File: src/rtl/sad_sequencer.sv
// sad_sequencer: read/strobe sequencer for a 4-word window block search.
// Define SAD_SEQ_PERF_EN to add the perf_cycles busy-cycle counter port.
module sad_sequencer #(
    parameter int unsigned FRAME_WORDS = 16,
    parameter int unsigned FRAME_ROWS  = 64
) (
    input  logic        Clk,
    input  logic        Reset,
    input  logic        start,
    input  logic [31:0] win_base,
    input  logic [31:0] frame_base,
    output logic        rd_req,
    output logic [31:0] rd_addr,
    input  logic        rd_gnt,
    input  logic        rd_valid,
    output logic        window_shift,
    output logic        frame_shift,
    output logic        min_in,
    output logic        min_clear,
    output logic        load_min,
    output logic [31:0] tag,
    output logic        busy,
    output logic        done
`ifdef SAD_SEQ_PERF_EN
    ,
    output logic [31:0] perf_cycles
`endif
);

    localparam logic [15:0] LAST_ROW = 16'(FRAME_ROWS - 4);
    localparam logic [15:0] LAST_COL = 16'(FRAME_WORDS - 1);
    localparam logic [31:0] FW32     = 32'(FRAME_WORDS);

    typedef enum logic [1:0] {
        IDLE,
        LOAD_WIN,
        SCAN,
        FINISH
    } state_t;

    state_t state, state_nxt;

    logic [31:0] win_q;
    logic [31:0] frame_q;
    logic        req_q;
    logic        outst_q;
    logic [1:0]  idx_q;
    logic [15:0] row_q;
    logic [15:0] col_q;
    logic [31:0] cand_q;
    logic [31:0] ptr_q;
    logic [31:0] addr_q;
    logic [31:0] tag_q;
    logic        load_min_q;
    logic        min_clear_q;

    logic        accept;
    logic        beat;
    logic        last_word;
    logic        last_cand;
    logic [1:0]  idx_nxt;
    logic [31:0] ptr_step;
    logic [31:0] cand_nxt;

    assign accept    = (state == IDLE) && start;
    // Only a response to our own granted read counts as a beat.
    assign beat      = outst_q && rd_valid;
    assign last_word = (idx_q == 2'd3);
    assign last_cand = (row_q == LAST_ROW) && (col_q == LAST_COL);
    assign idx_nxt   = idx_q + 2'd1;
    assign ptr_step  = ptr_q + FW32;
    assign cand_nxt  = cand_q + 32'd1;

    assign rd_req    = req_q;
    assign rd_addr   = addr_q;
    assign load_min  = load_min_q;
    assign min_clear = min_clear_q;

    always_ff @(posedge Clk or negedge Reset) begin
        if (!Reset) begin
            state <= IDLE;
        end else begin
            state <= state_nxt;
        end
    end

    always_comb begin
        state_nxt    = state;
        busy         = 1'b0;
        done         = 1'b0;
        window_shift = 1'b0;
        frame_shift  = 1'b0;
        min_in       = 1'b0;
        unique case (state)
            IDLE: begin
                if (start) state_nxt = LOAD_WIN;
            end
            LOAD_WIN: begin
                busy         = 1'b1;
                window_shift = beat;
                if (beat && last_word) state_nxt = SCAN;
            end
            SCAN: begin
                busy        = 1'b1;
                frame_shift = beat && !last_word;
                min_in      = beat && last_word;
                if (min_in && last_cand) state_nxt = FINISH;
            end
            FINISH: begin
                busy      = 1'b1;
                done      = 1'b1;
                state_nxt = IDLE;
            end
            default: state_nxt = IDLE;
        endcase
        tag = min_in ? {row_q, col_q} : tag_q;
    end

    always_ff @(posedge Clk or negedge Reset) begin
        if (!Reset) begin
            win_q       <= '0;
            frame_q     <= '0;
            req_q       <= 1'b0;
            outst_q     <= 1'b0;
            idx_q       <= '0;
            row_q       <= '0;
            col_q       <= '0;
            cand_q      <= '0;
            ptr_q       <= '0;
            addr_q      <= '0;
            tag_q       <= '0;
            load_min_q  <= 1'b0;
            min_clear_q <= 1'b0;
        end else begin
            min_clear_q <= 1'b0;
            if (state == FINISH) load_min_q <= 1'b1;
            if (accept) begin
                win_q       <= win_base;
                frame_q     <= frame_base;
                idx_q       <= '0;
                row_q       <= '0;
                col_q       <= '0;
                cand_q      <= '0;
                ptr_q       <= '0;
                req_q       <= 1'b1;
                outst_q     <= 1'b0;
                addr_q      <= win_base;
                min_clear_q <= 1'b1;
                load_min_q  <= 1'b0;
            end else begin
                if (req_q && rd_gnt) begin
                    req_q   <= 1'b0;
                    outst_q <= 1'b1;
                end
                if (beat) begin
                    outst_q <= 1'b0;
                    idx_q   <= idx_nxt;
                    unique case (1'b1)
                        (state == LOAD_WIN) && !last_word: begin
                            req_q  <= 1'b1;
                            addr_q <= win_q + {28'd0, idx_nxt, 2'b00};
                        end
                        (state == LOAD_WIN) && last_word: begin
                            req_q  <= 1'b1;
                            ptr_q  <= '0;
                            addr_q <= frame_q;
                        end
                        (state == SCAN) && !last_word: begin
                            req_q  <= 1'b1;
                            ptr_q  <= ptr_step;
                            addr_q <= frame_q + {ptr_step[29:0], 2'b00};
                        end
                        (state == SCAN) && last_word: begin
                            tag_q <= {row_q, col_q};
                            // Candidates are linear in row-major word order.
                            if (!last_cand) begin
                                req_q  <= 1'b1;
                                cand_q <= cand_nxt;
                                ptr_q  <= cand_nxt;
                                addr_q <= frame_q + {cand_nxt[29:0], 2'b00};
                                if (col_q == LAST_COL) begin
                                    col_q <= '0;
                                    row_q <= row_q + 16'd1;
                                end else begin
                                    col_q <= col_q + 16'd1;
                                end
                            end
                        end
                        default: ;
                    endcase
                end
            end
        end
    end

`ifdef SAD_SEQ_PERF_EN
    logic [31:0] perf_q;

    // Start cycle counts as 1; every busy cycle after it adds one.
    always_ff @(posedge Clk or negedge Reset) begin
        if (!Reset) begin
            perf_q <= '0;
        end else if (accept) begin
            perf_q <= 32'd1;
        end else if (busy && (perf_q != 32'hFFFF_FFFF)) begin
            perf_q <= perf_q + 32'd1;
        end
    end

    assign perf_cycles = perf_q;
`endif

endmodule

File: config.mk
export PLATFORM = sky130hd
export DESIGN_NAME = sad_sequencer
export DESIGN_NICKNAME = d
export VERILOG_FILES = /design/src/rtl/sad_sequencer.sv
export SDC_FILE = /design/constraint.sdc
export NUM_CORES = 1
export LEC_CHECK = 0
export BUFFER_PORTS_ARGS = -buffer_cell sky130_fd_sc_hd__buf_2
export CORE_MARGIN = 2
export CORE_UTILIZATION = 54
export DETAILED_ROUTE_END_ITERATION = 6
export PLACE_DENSITY = 0.73
export SYNTH_ARGS = -nofsm -noshare
export SYNTH_HDL_FRONTEND = slang
export SYNTH_SLANG_ARGS = --single-unit
File: constraint.sdc
create_clock -name Clk -period 3.8 [get_ports Clk]
set_input_delay 0.19 -clock Clk [delete_from_list [all_inputs] [get_ports Clk]]
set_output_delay 0.19 -clock Clk [all_outputs]
set_load 0.005 [all_outputs]
=== Word-level counts from Yosys, hierarchy flattened ===
Index checks and enable logic that the tools add are counted.

* Flip-flop bits (word level): 232
* Word-level logic and storage cells: 106

* Add/sub/neg operators: 8
* Bitwise gates (word level): 1
* Eq/ne operators: 11
* Mux-type cells: 44
* Reductions and logical operators: 28

{| class="wikitable"
|+ Operators with widths
! cell !! count
|-
| $mux W32 || 10
|-
| $mux W16 || 10
|-
| $pmux W32 S4 || 1
|-
| $pmux W32 S3 || 1
|-
| $add A32 B32 Y32 || 2
|-
| $add A16 B1 Y16 const B || 2
|-
| $add A32 B1 Y32 const B || 1
|-
| $add A32 B4 Y32 || 1
|-
| $add A32 B5 Y32 const B || 1
|-
| $eq A16 B4 Y1 const B || 1
|-
| $eq A16 B6 Y1 const B || 1
|-
| $mux W1 || 15
|-
| $reduce_and A3 Y1 || 5
|-
| $logic_and A1 B1 Y1 || 11
|-
| $mux W2 || 5
|-
| $ne A2 B2 Y1 const B || 4
|-
| $pmux W2 S4 || 1
|-
| $reduce_bool A2 Y1 || 4
|-
| $eq A2 B2 Y1 const B || 3
|-
| $reduce_or A3 Y1 || 2
|-
| $reduce_bool A5 Y1 || 1
|-
| $reduce_and A4 Y1 || 1
|-
| $reduce_bool A4 Y1 || 1
|-
| $ne A3 B3 Y1 const B || 1
|-
| other kinds (7) || 7
|}

=== Logic depth before layout (Yosys ltp) ===
Gate-level depths: netlist (run 1).

* Depth after elaboration: 7
* Gate-level depth with buffers: 21
* Gate-level depth less buffers: 19

=== Worst setup path after synthesis (run 1) ===
No wires, ideal clock.

* Kind: register to register
* Start point: register state[0]
* End point: register addr_q[24] (netlist: rd_addr[24])
* Data arrival time: 3.766 ns
* Cell stages (with the launch flop): 19
* Slack: -0.099 ns
* Path buffers: 3
* Path through: dfrtp_1 inv_1 ha_1 clkbuf_1 nand2_1 clkbuf_1 clkbuf_1 o21ai_0 ha_1 fa_1 a211oi_1 o21ai_0 o211ai_1 a21oi_1 o21ai_0 nand2b_1 a31oi_1 mux2i_1 o211ai_1

* Longest elaborated chain between the ends: 5
* Elaborated cells on any way between the ends: 15
* Those cells by class: 3 x eq/ne; 3 x mux; 9 x reduce/logical

{| class="wikitable"
|+ Ends and longest elaborated chain
! element !! RTL line !! text
|-
| from (decl) || 41 || <nowiki>state_t state, state_nxt;</nowiki>
|-
| from (signal assigned) || 83 || <nowiki>state <= state_nxt;</nowiki>
|-
| $eq A2 B2 Y1 / $eq A2 B1 Y1 (equally long branches) || - ||
|-
| $logic_and A1 B1 Y1, on equally long branches || - ||
|-
| $pmux W32 S4 || 158 || <nowiki>unique case (1'b1)</nowiki>
|-
| $mux W32 || 155 || <nowiki>if (beat) begin</nowiki>
|-
| $mux W32 || 137 || <nowiki>if (accept) begin</nowiki>
|-
| to (signal assigned) || 161 || <nowiki>addr_q <= win_q + {28'd0, idx_nxt, 2'b00};</nowiki>
|-
| to (signal assigned) || 171 || <nowiki>addr_q <= frame_q + {ptr_step[29:0], 2'b00};</nowiki>
|-
| to (signal assigned) || 180 || <nowiki>addr_q <= frame_q + {cand_nxt[29:0], 2'b00};</nowiki>
|-
| to (decl) || 52 || <nowiki>logic [31:0] addr_q;</nowiki>
|}

Several ways; a longest one is shown, not always the timed one. The select of a mux whose other input is x is not followed.
A chain may end at the register's enable or synchronous reset.

=== Worst setup path in the final report (run 1) ===
* Start point: register state[0]
* End point: register addr_q[23] (netlist: rd_addr[23])

Same word-level chain as after synthesis.

==> results of run 1 <==
## layer usage
layer  routed length [um]  GRT usage (%)  up-vias
li1                     -              -     6296
met1                18700           44.5     6456
met2                19400           48.0      589
met3                 3190           4.55       95
met4                 1250           10.2        0
met5                    0              0        -
## synth_stat cells, types with 4 or more instances
| cell type | n |
|---|---|
| nor2_1 | 108 |
| nand2b_1 | 4 |
| nor4_1 | 5 |
| nor3_1 | 15 |
| a21oi_1 | 54 |
| nor2b_1 | 5 |
| and4_1 | 10 |
| o211ai_1 | 8 |
| dfrtp_1 | 228 |
| a22oi_1 | 7 |
| buf_1 | 11 |
| a22o_1 | 23 |
| o21ai_0 | 140 |
| a21o_1 | 26 |
| o31ai_1 | 12 |
| xor2_1 | 52 |
| and3_1 | 34 |
| a222oi_1 | 20 |
| a32o_1 | 5 |
| nand2_1 | 442 |
| ha_1 | 50 |
| nand4_1 | 23 |
| a31oi_1 | 23 |
| nor3_2 | 6 |
| buf_2 | 10 |
| mux2_2 | 32 |
| inv_1 | 21 |
| o31a_1 | 4 |
| xnor2_1 | 67 |
| or3_1 | 7 |
| o41ai_1 | 5 |
| mux2i_1 | 5 |
| clkbuf_1 | 59 |
| nand3_1 | 53 |
| and2_1 | 11 |
## what timing repair did
action / CTS / global route
buffers inserted: 1 / 16
gates resized for setup: 6 / 60
hold endpoints to repair: 175 / 0
hold buffers: 66 / 0
pin swaps: 1 / 28
setup endpoints to repair: 7 / 18
## cell families (layout without fill, tap and decap cells)
family                   after synthesis  after routing
AND/OR/NAND/NOR                      748            748
XOR/XNOR                             119            119
multiplexers                          37             37
buffers and inverters                103            406
flip-flops                           228            228
AO/OA/AOI/OAI                        354            354
adder cells (fa/ha/maj)               52             52
## worst max-delay path: stages, from the launching register on
cell and delay [ns]:
dfrtp_1 0.36, inv_1 0.07, ha_1 0.24, and2_2 0.24, buf_12 0.17, nand2_1 0.13
o21ai_0 0.17, ha_1 0.39, buf_4 0.14, nand2_1 0.05, o21ai_1 0.23, nand4_1 0.17
buf_4 0.16, a31oi_2 0.20, buf_4 0.16, nor2_1 0.05, o21ai_1 0.20, xor2_1 0.29
nand2_1 0.10, a31oi_1 0.16
## where the power goes
part / switching, mW / leakage (nW) / total [mW] / internal (mW)
registers: 0.545 / 3.01 / 3.52 / 2.98
logic: 2.17 / 5.10 / 3.59 / 1.42
clock network: 1.01 / 0.454 / 2.60 / 1.60
## registers in the layout (all words and copies together) (netlist names)
register / count
tag_q: 32
idx_q: 2
rd_req: 1
load_min: 1
state: 2
outst_q: 1
cand_q: 30
win_q: 32
col_q: 16
rd_addr: 32
frame_q: 32
min_clear: 1
ptr_q: 30
row_q: 16
## worst paths after layout
check | start | depth (start not counted) | to | slack (ns)
worst max-delay path | state[0] | 19 | rd_addr[23] | 0.05
worst min-delay path | start | 3 | state[1] | 0.09
worst max register to register | state[0] | 19 | rd_addr[23] | 0.05
worst min register to register | frame_q[1] | 2 | frame_q[1] | 0.48
max in group asynchronous | Reset | 3 | win_q[18] | 2.67
min in group asynchronous | Reset | 2 | win_q[0] | 0.29
## final cells by class
cell class                 count  area, um^2  area share [%]
inverter                      22        85.1           0.486
timing repair buffer         336        2400            13.7
multi-input combinational   1310        8010            45.7
tap                          330         413            2.36
clock inverter                 5        53.8           0.307
sequential                   228        5710            32.6
clock buffer                  43         856            4.88
==> flow_summary.yaml, run 1 <==
outcome:
  status: "finished, final reports clean"
floorplanning:
  ios: 141
  die_w_um: 164
  start_util_pct: 55.1
  core_area_um2: 25200
  num_rows: 58
  die_area_um2: 27000
  die_y_um: 164
logic_synthesis:
  synth_compound_area_share_pct: 16.5
  synth_xor_area_share_pct: 7.51
  avgSynthCellArea_um2: 8.46
  synthAdderAreaFrac_pct: 4.80
  yosysWarningCount: 0
  syn_inst: 1641
  synth_area_leaders: "dfrtp_1 41%, nand2_1 12%, o21ai_0 5.0%"
  yosys.area.top_type: "dfrtp_1"
  synth.area.mux_share_pct: 2.96
  async_reset_ff_share_pct: 100
  synth_top_family_by_area: "simple AND/OR/NAND/NOR gates"
  synth_top_area_share_pct: 41.1
  synth_simple_gate_area_share_pct: 24.2
  synth-edff-count: 0
  synth_area_um2: 13900
  syn_nets: 1762
  synthFlopType: "dfrtp_1"
  seq_area_frac_synth_pct: 41.1
  synth.distinct_cells: 72
  synth_seq_cells: 228
timing:
  hold_slack_ns: 0.0945
  timing.setup.tns_ns: 0
  fmax_mhz: 267
  setup_viol: 0
  layout_setup_ws_ns: 0.0501
  fin_worst_skew_ns: 0.0209
  slew_viol_final: 0
  post-route-min-period_ns: 3.75
  hold_viol: 0
  worst_slew_pin_slew_ns: 0.978
  slew_headroom_pct: 34.7
  fin_crit_sh_pct: 98.7
critical_path:
  crit_type: "flop to flop"
  critPathArrivalTime_ns: 4.21
  critPathMaxFanout: 21
  crit_path_start_kind: "flop"
  required_ns: 4.26
  endpoint_kind: "flop"
detailed_routing:
  drtAntennaViolNets: 0
  drt_iter0_drc: 1454
  vias: 13436
  via_per_inst: 5.91
  firstDrtPassIters: 6
  drc: 0
  route.detailed.wl_per_inst_um: 18.7
  wirelength_um: 42600
clock_network:
  cts.sinks: 228
  root_buffer: "clkbuf_16"
  cts_max_path_buffers: 3
  clkSlewWorstSetupHoldPaths_ns: 0.06
  cts_tree: "yes"
  cts_buffers: 26
  htree_levels: 1
  clk_latency_ns: 0.54
final_layout:
  final_nets: 2045
  fillers: 1967
  fin_util_pct: 69.6
  drive_above_1_share_pct: 21.7
  final_cell_count_no_fill: 2274
  finalInstanceArea_um2: 17500
  diodes: 0
  syn_to_final_growth_pct: 26.3
  mostFrequentLayoutCells: "435 x nand2_1, 228 x dfrtp_1, 139 x buf_2"
  final_common_cell: "nand2_1"
grt:
  grt_max_degree: 108
  grt_pass1_wl_um: 66300
  grtUsageTotal_pct: 30.9
  overflow: 0
  grt_pass1_vias: 12626
  antenna_found_initial: 0
placed_design:
  port_buffers: 140
  place_congestion: 1.01
  dp.cells: 2143
  post-dp-hpwl_um: 29300
  dpl_cell_area_um2: 15600
  preCtsSetupSlack_ns: -0.0523
job:
  maxCapViolCount: 0
power:
  power_density_nw_per_um2: 554
  peakVddDrop_mv: 0.554
  p_total_mw: 9.71
  p_leak_nw: 8.56
worst_hold_path:
  min_path_type: "input pin to flop"
(Power assumes the default switching activity.)
==> run 2: changes to the inputs <==
--- a/config.mk
+++ b/config.mk
@@ -6,7 +6,7 @@
 export NUM_CORES = 1
 export LEC_CHECK = 0
 export BUFFER_PORTS_ARGS = -buffer_cell sky130_fd_sc_hd__buf_2
-export CORE_MARGIN = 2
+export CORE_MARGIN = 4
 export CORE_UTILIZATION = 54
 export DETAILED_ROUTE_END_ITERATION = 6
 export PLACE_DENSITY = 0.73
==> run 2 against run 1 <==
The run now ends with design-rule violations left. Combinational power down 3%. Clock power down 6%. Via count down 1.2%. Worst setup slack better by 0.036 ns. Clock-buffer cell count down 7. Utilization down 1.8 points. Design area down 2.3%. Critical path type unchanged.
==> flow_summary.yaml, run 2 (same netlist as run 1, synthesis figures left out) <==
floorplanning:
  die_y_um: 168
  num_rows: 58
  ios: 141
  die_w_um: 168
  die_area_um2: 28300
  start_util_pct: 54.9
  core_area_um2: 25300
power:
  power.switching_mw: 3.71
  power_density_nw_per_um2: 552
  p_leak_nw: 8.34
  peakVddDrop_mv: 0.477
  p_int_mw: 5.73
  power_frac_seq_pct: 37.3
  power_frac_comb_pct: 36.7
  p_sw_share_pct: 39.3
  pwr-share-clk_pct: 26.0
  p_total_mw: 9.44
clock_network:
  htree_levels: 1
  root_buffer: "clkbuf_16"
  cts_buffers: 26
  cts.sinks: 228
  cts_tree: "yes"
  cts_max_path_buffers: 3
  clk_latency_ns: 0.53
  clkSlewWorstSetupHoldPaths_ns: 0.07
timing:
  setup_viol: 0
  hold_viol: 0
  timing.setup.tns_ns: 0
  post-route-min-period_ns: 3.71
  fin_worst_skew_ns: 0.0132
  layout_setup_ws_ns: 0.0858
  slew_viol_final: 0
  fmax_mhz: 269
  fin_crit_sh_pct: 97.7
  worst_slew_pin_slew_ns: 0.920
  rsz0062_at_grt: "yes"
  slew_headroom_pct: 38.7
critical_path:
  endpoint_kind: "flop"
  required_ns: 4.19
  critPathArrivalTime_ns: 4.10
  critPathMaxFanout: 3
  crit_path_start_kind: "flop"
  r2r_setup_slack_ns: 0.09
  crit_type: "flop to flop"
placed_design:
  preCtsSetupSlack_ns: -0.131
  port_buffers: 140
  place_congestion: 0.959
  dp.cells: 2114
  post-dp-hpwl_um: 29500
final_layout:
  regArea_um2: 5710
  multi_input_area_um2: 7950
  fillers: 2053
  syn_to_final_growth_pct: 23.3
  final_cell_count_no_fill: 2240
  mostFrequentLayoutCells: "438 x nand2_1, 225 x dfrtp_1, 139 x buf_2"
  final_common_cell: "nand2_1"
  final_nets: 2013
  diodes: 0
  drive_above_1_share_pct: 19.7
  fin_util_pct: 67.8
worst_hold_path:
  min_path_type: "input pin to flop"
detailed_routing:
  vias: 13279
  drtAntennaViolNets: 0
  drc: 14
  wirelength_um: 42700
  drt_iter0_drc: 1602
  via_per_inst: 5.93
  route.detailed.wl_per_inst_um: 19.1
  firstDrtPassIters: 7
grt:
  antenna_found_initial: 0
  grt_max_degree: 110
  overflow: 0
  grtUsageTotal_pct: 29.7
  grt_pass1_vias: 12732
  grt_pass1_wl_um: 69000
outcome:
  violations: "design-rule violations"
  status: "finished, violations left"
job:
  maxCapViolCount: 0
-- run 2: cell count changes in the layout (fill, tap and decap cells not counted), moves of 3 or more --
cell	previous run	this run
dfrtp_1	228	225
dfrtp_2	0	3
nand2_2	7	4
clkbuf_8	12	3
clkinv_2	3	7
and3_1	28	33
nand2_1	435	438
and3_4	6	2
buf_4	125	96
-- run 2: critical path, cell delays in order, from the launching register on --
cell and delay [ns]:
dfrtp_1 0.40, and3_1 0.16, and3_1 0.20, and3_1 0.20
and3_1 0.19, and3_1 0.20, xnor2_2 0.14, a21oi_2 0.17
ha_1 0.28, a21o_1 0.19, o21bai_1 0.18, a21o_1 0.18
a21o_1 0.17, a221o_1 0.30, a21o_1 0.20, a41oi_2 0.18
or4_1 0.13, o211ai_1 0.08
-- run 2: area by class of cell --
| cell class | instances | share of cell area [%] |
|---|---|---|
| Tap cell | 330 | 2.41 |
| Clock buffer | 36 | 4.32 |
| Multi-Input combinational cell | 1310 | 46.5 |
| Clock inverter | 10 | 0.475 |
| Sequential cell | 228 | 33.4 |
| Inverter | 22 | 0.497 |
| Timing Repair Buffer | 304 | 12.5 |
-- run 2: routing by layer --
layer | GRT usage (%) | share of wire (%) | vias to the layer above
met4 | 7.66 | 2.7 | 0
met5 | 0 | 0 | -
met2 | 46.6 | 45 | 528
li1 | - | - | 6244
met1 | 43.7 | 45 | 6423
met3 | 3.73 | 6.7 | 84
-- run 2: power by group through the flow --
stage / clock network [mW] / logic [mW] / registers, mW
final: 2.45 / 3.47 / 3.52
after floorplan: 0 / 2.16 / 3.38
after CTS: 2.47 / 3.32 / 3.49
after detailed placement: 0 / 3.25 / 3.53
after global placement: 0 / 3.17 / 3.51
after global routing: 2.58 / 3.84 / 3.58
-- run 2: what timing repair did --
action,in CTS,in global routing
hold buffers,66,0
pin swaps,1,17
gates resized for setup,12,47
endpoints found under the setup margin,6,13
hold endpoints to repair,174,0
setup buffers,3,11
-- run 2: final timing paths --
path | cells past startpoint | endpoint | start
min | 3 | state[0] | start
max reg2reg | 17 | rd_addr[28] | ptr_q[12]
max in group asynchronous | 3 | frame_q[25] | Reset
min reg2reg | 2 | frame_q[0] | frame_q[0]
min in group asynchronous | 2 | win_q[0] | Reset
max | 17 | rd_addr[28] | ptr_q[12]
-- run 2: through the flow --
step                      instance area [um^2]  hold slack, ns
after global placement                   15400           0.336
after detailed placement                 15400           0.337
after global routing                     17100           0.116
final                                    17100          0.0814
after CTS                                16900          0.0547
after floorplan                          13900          -0.106
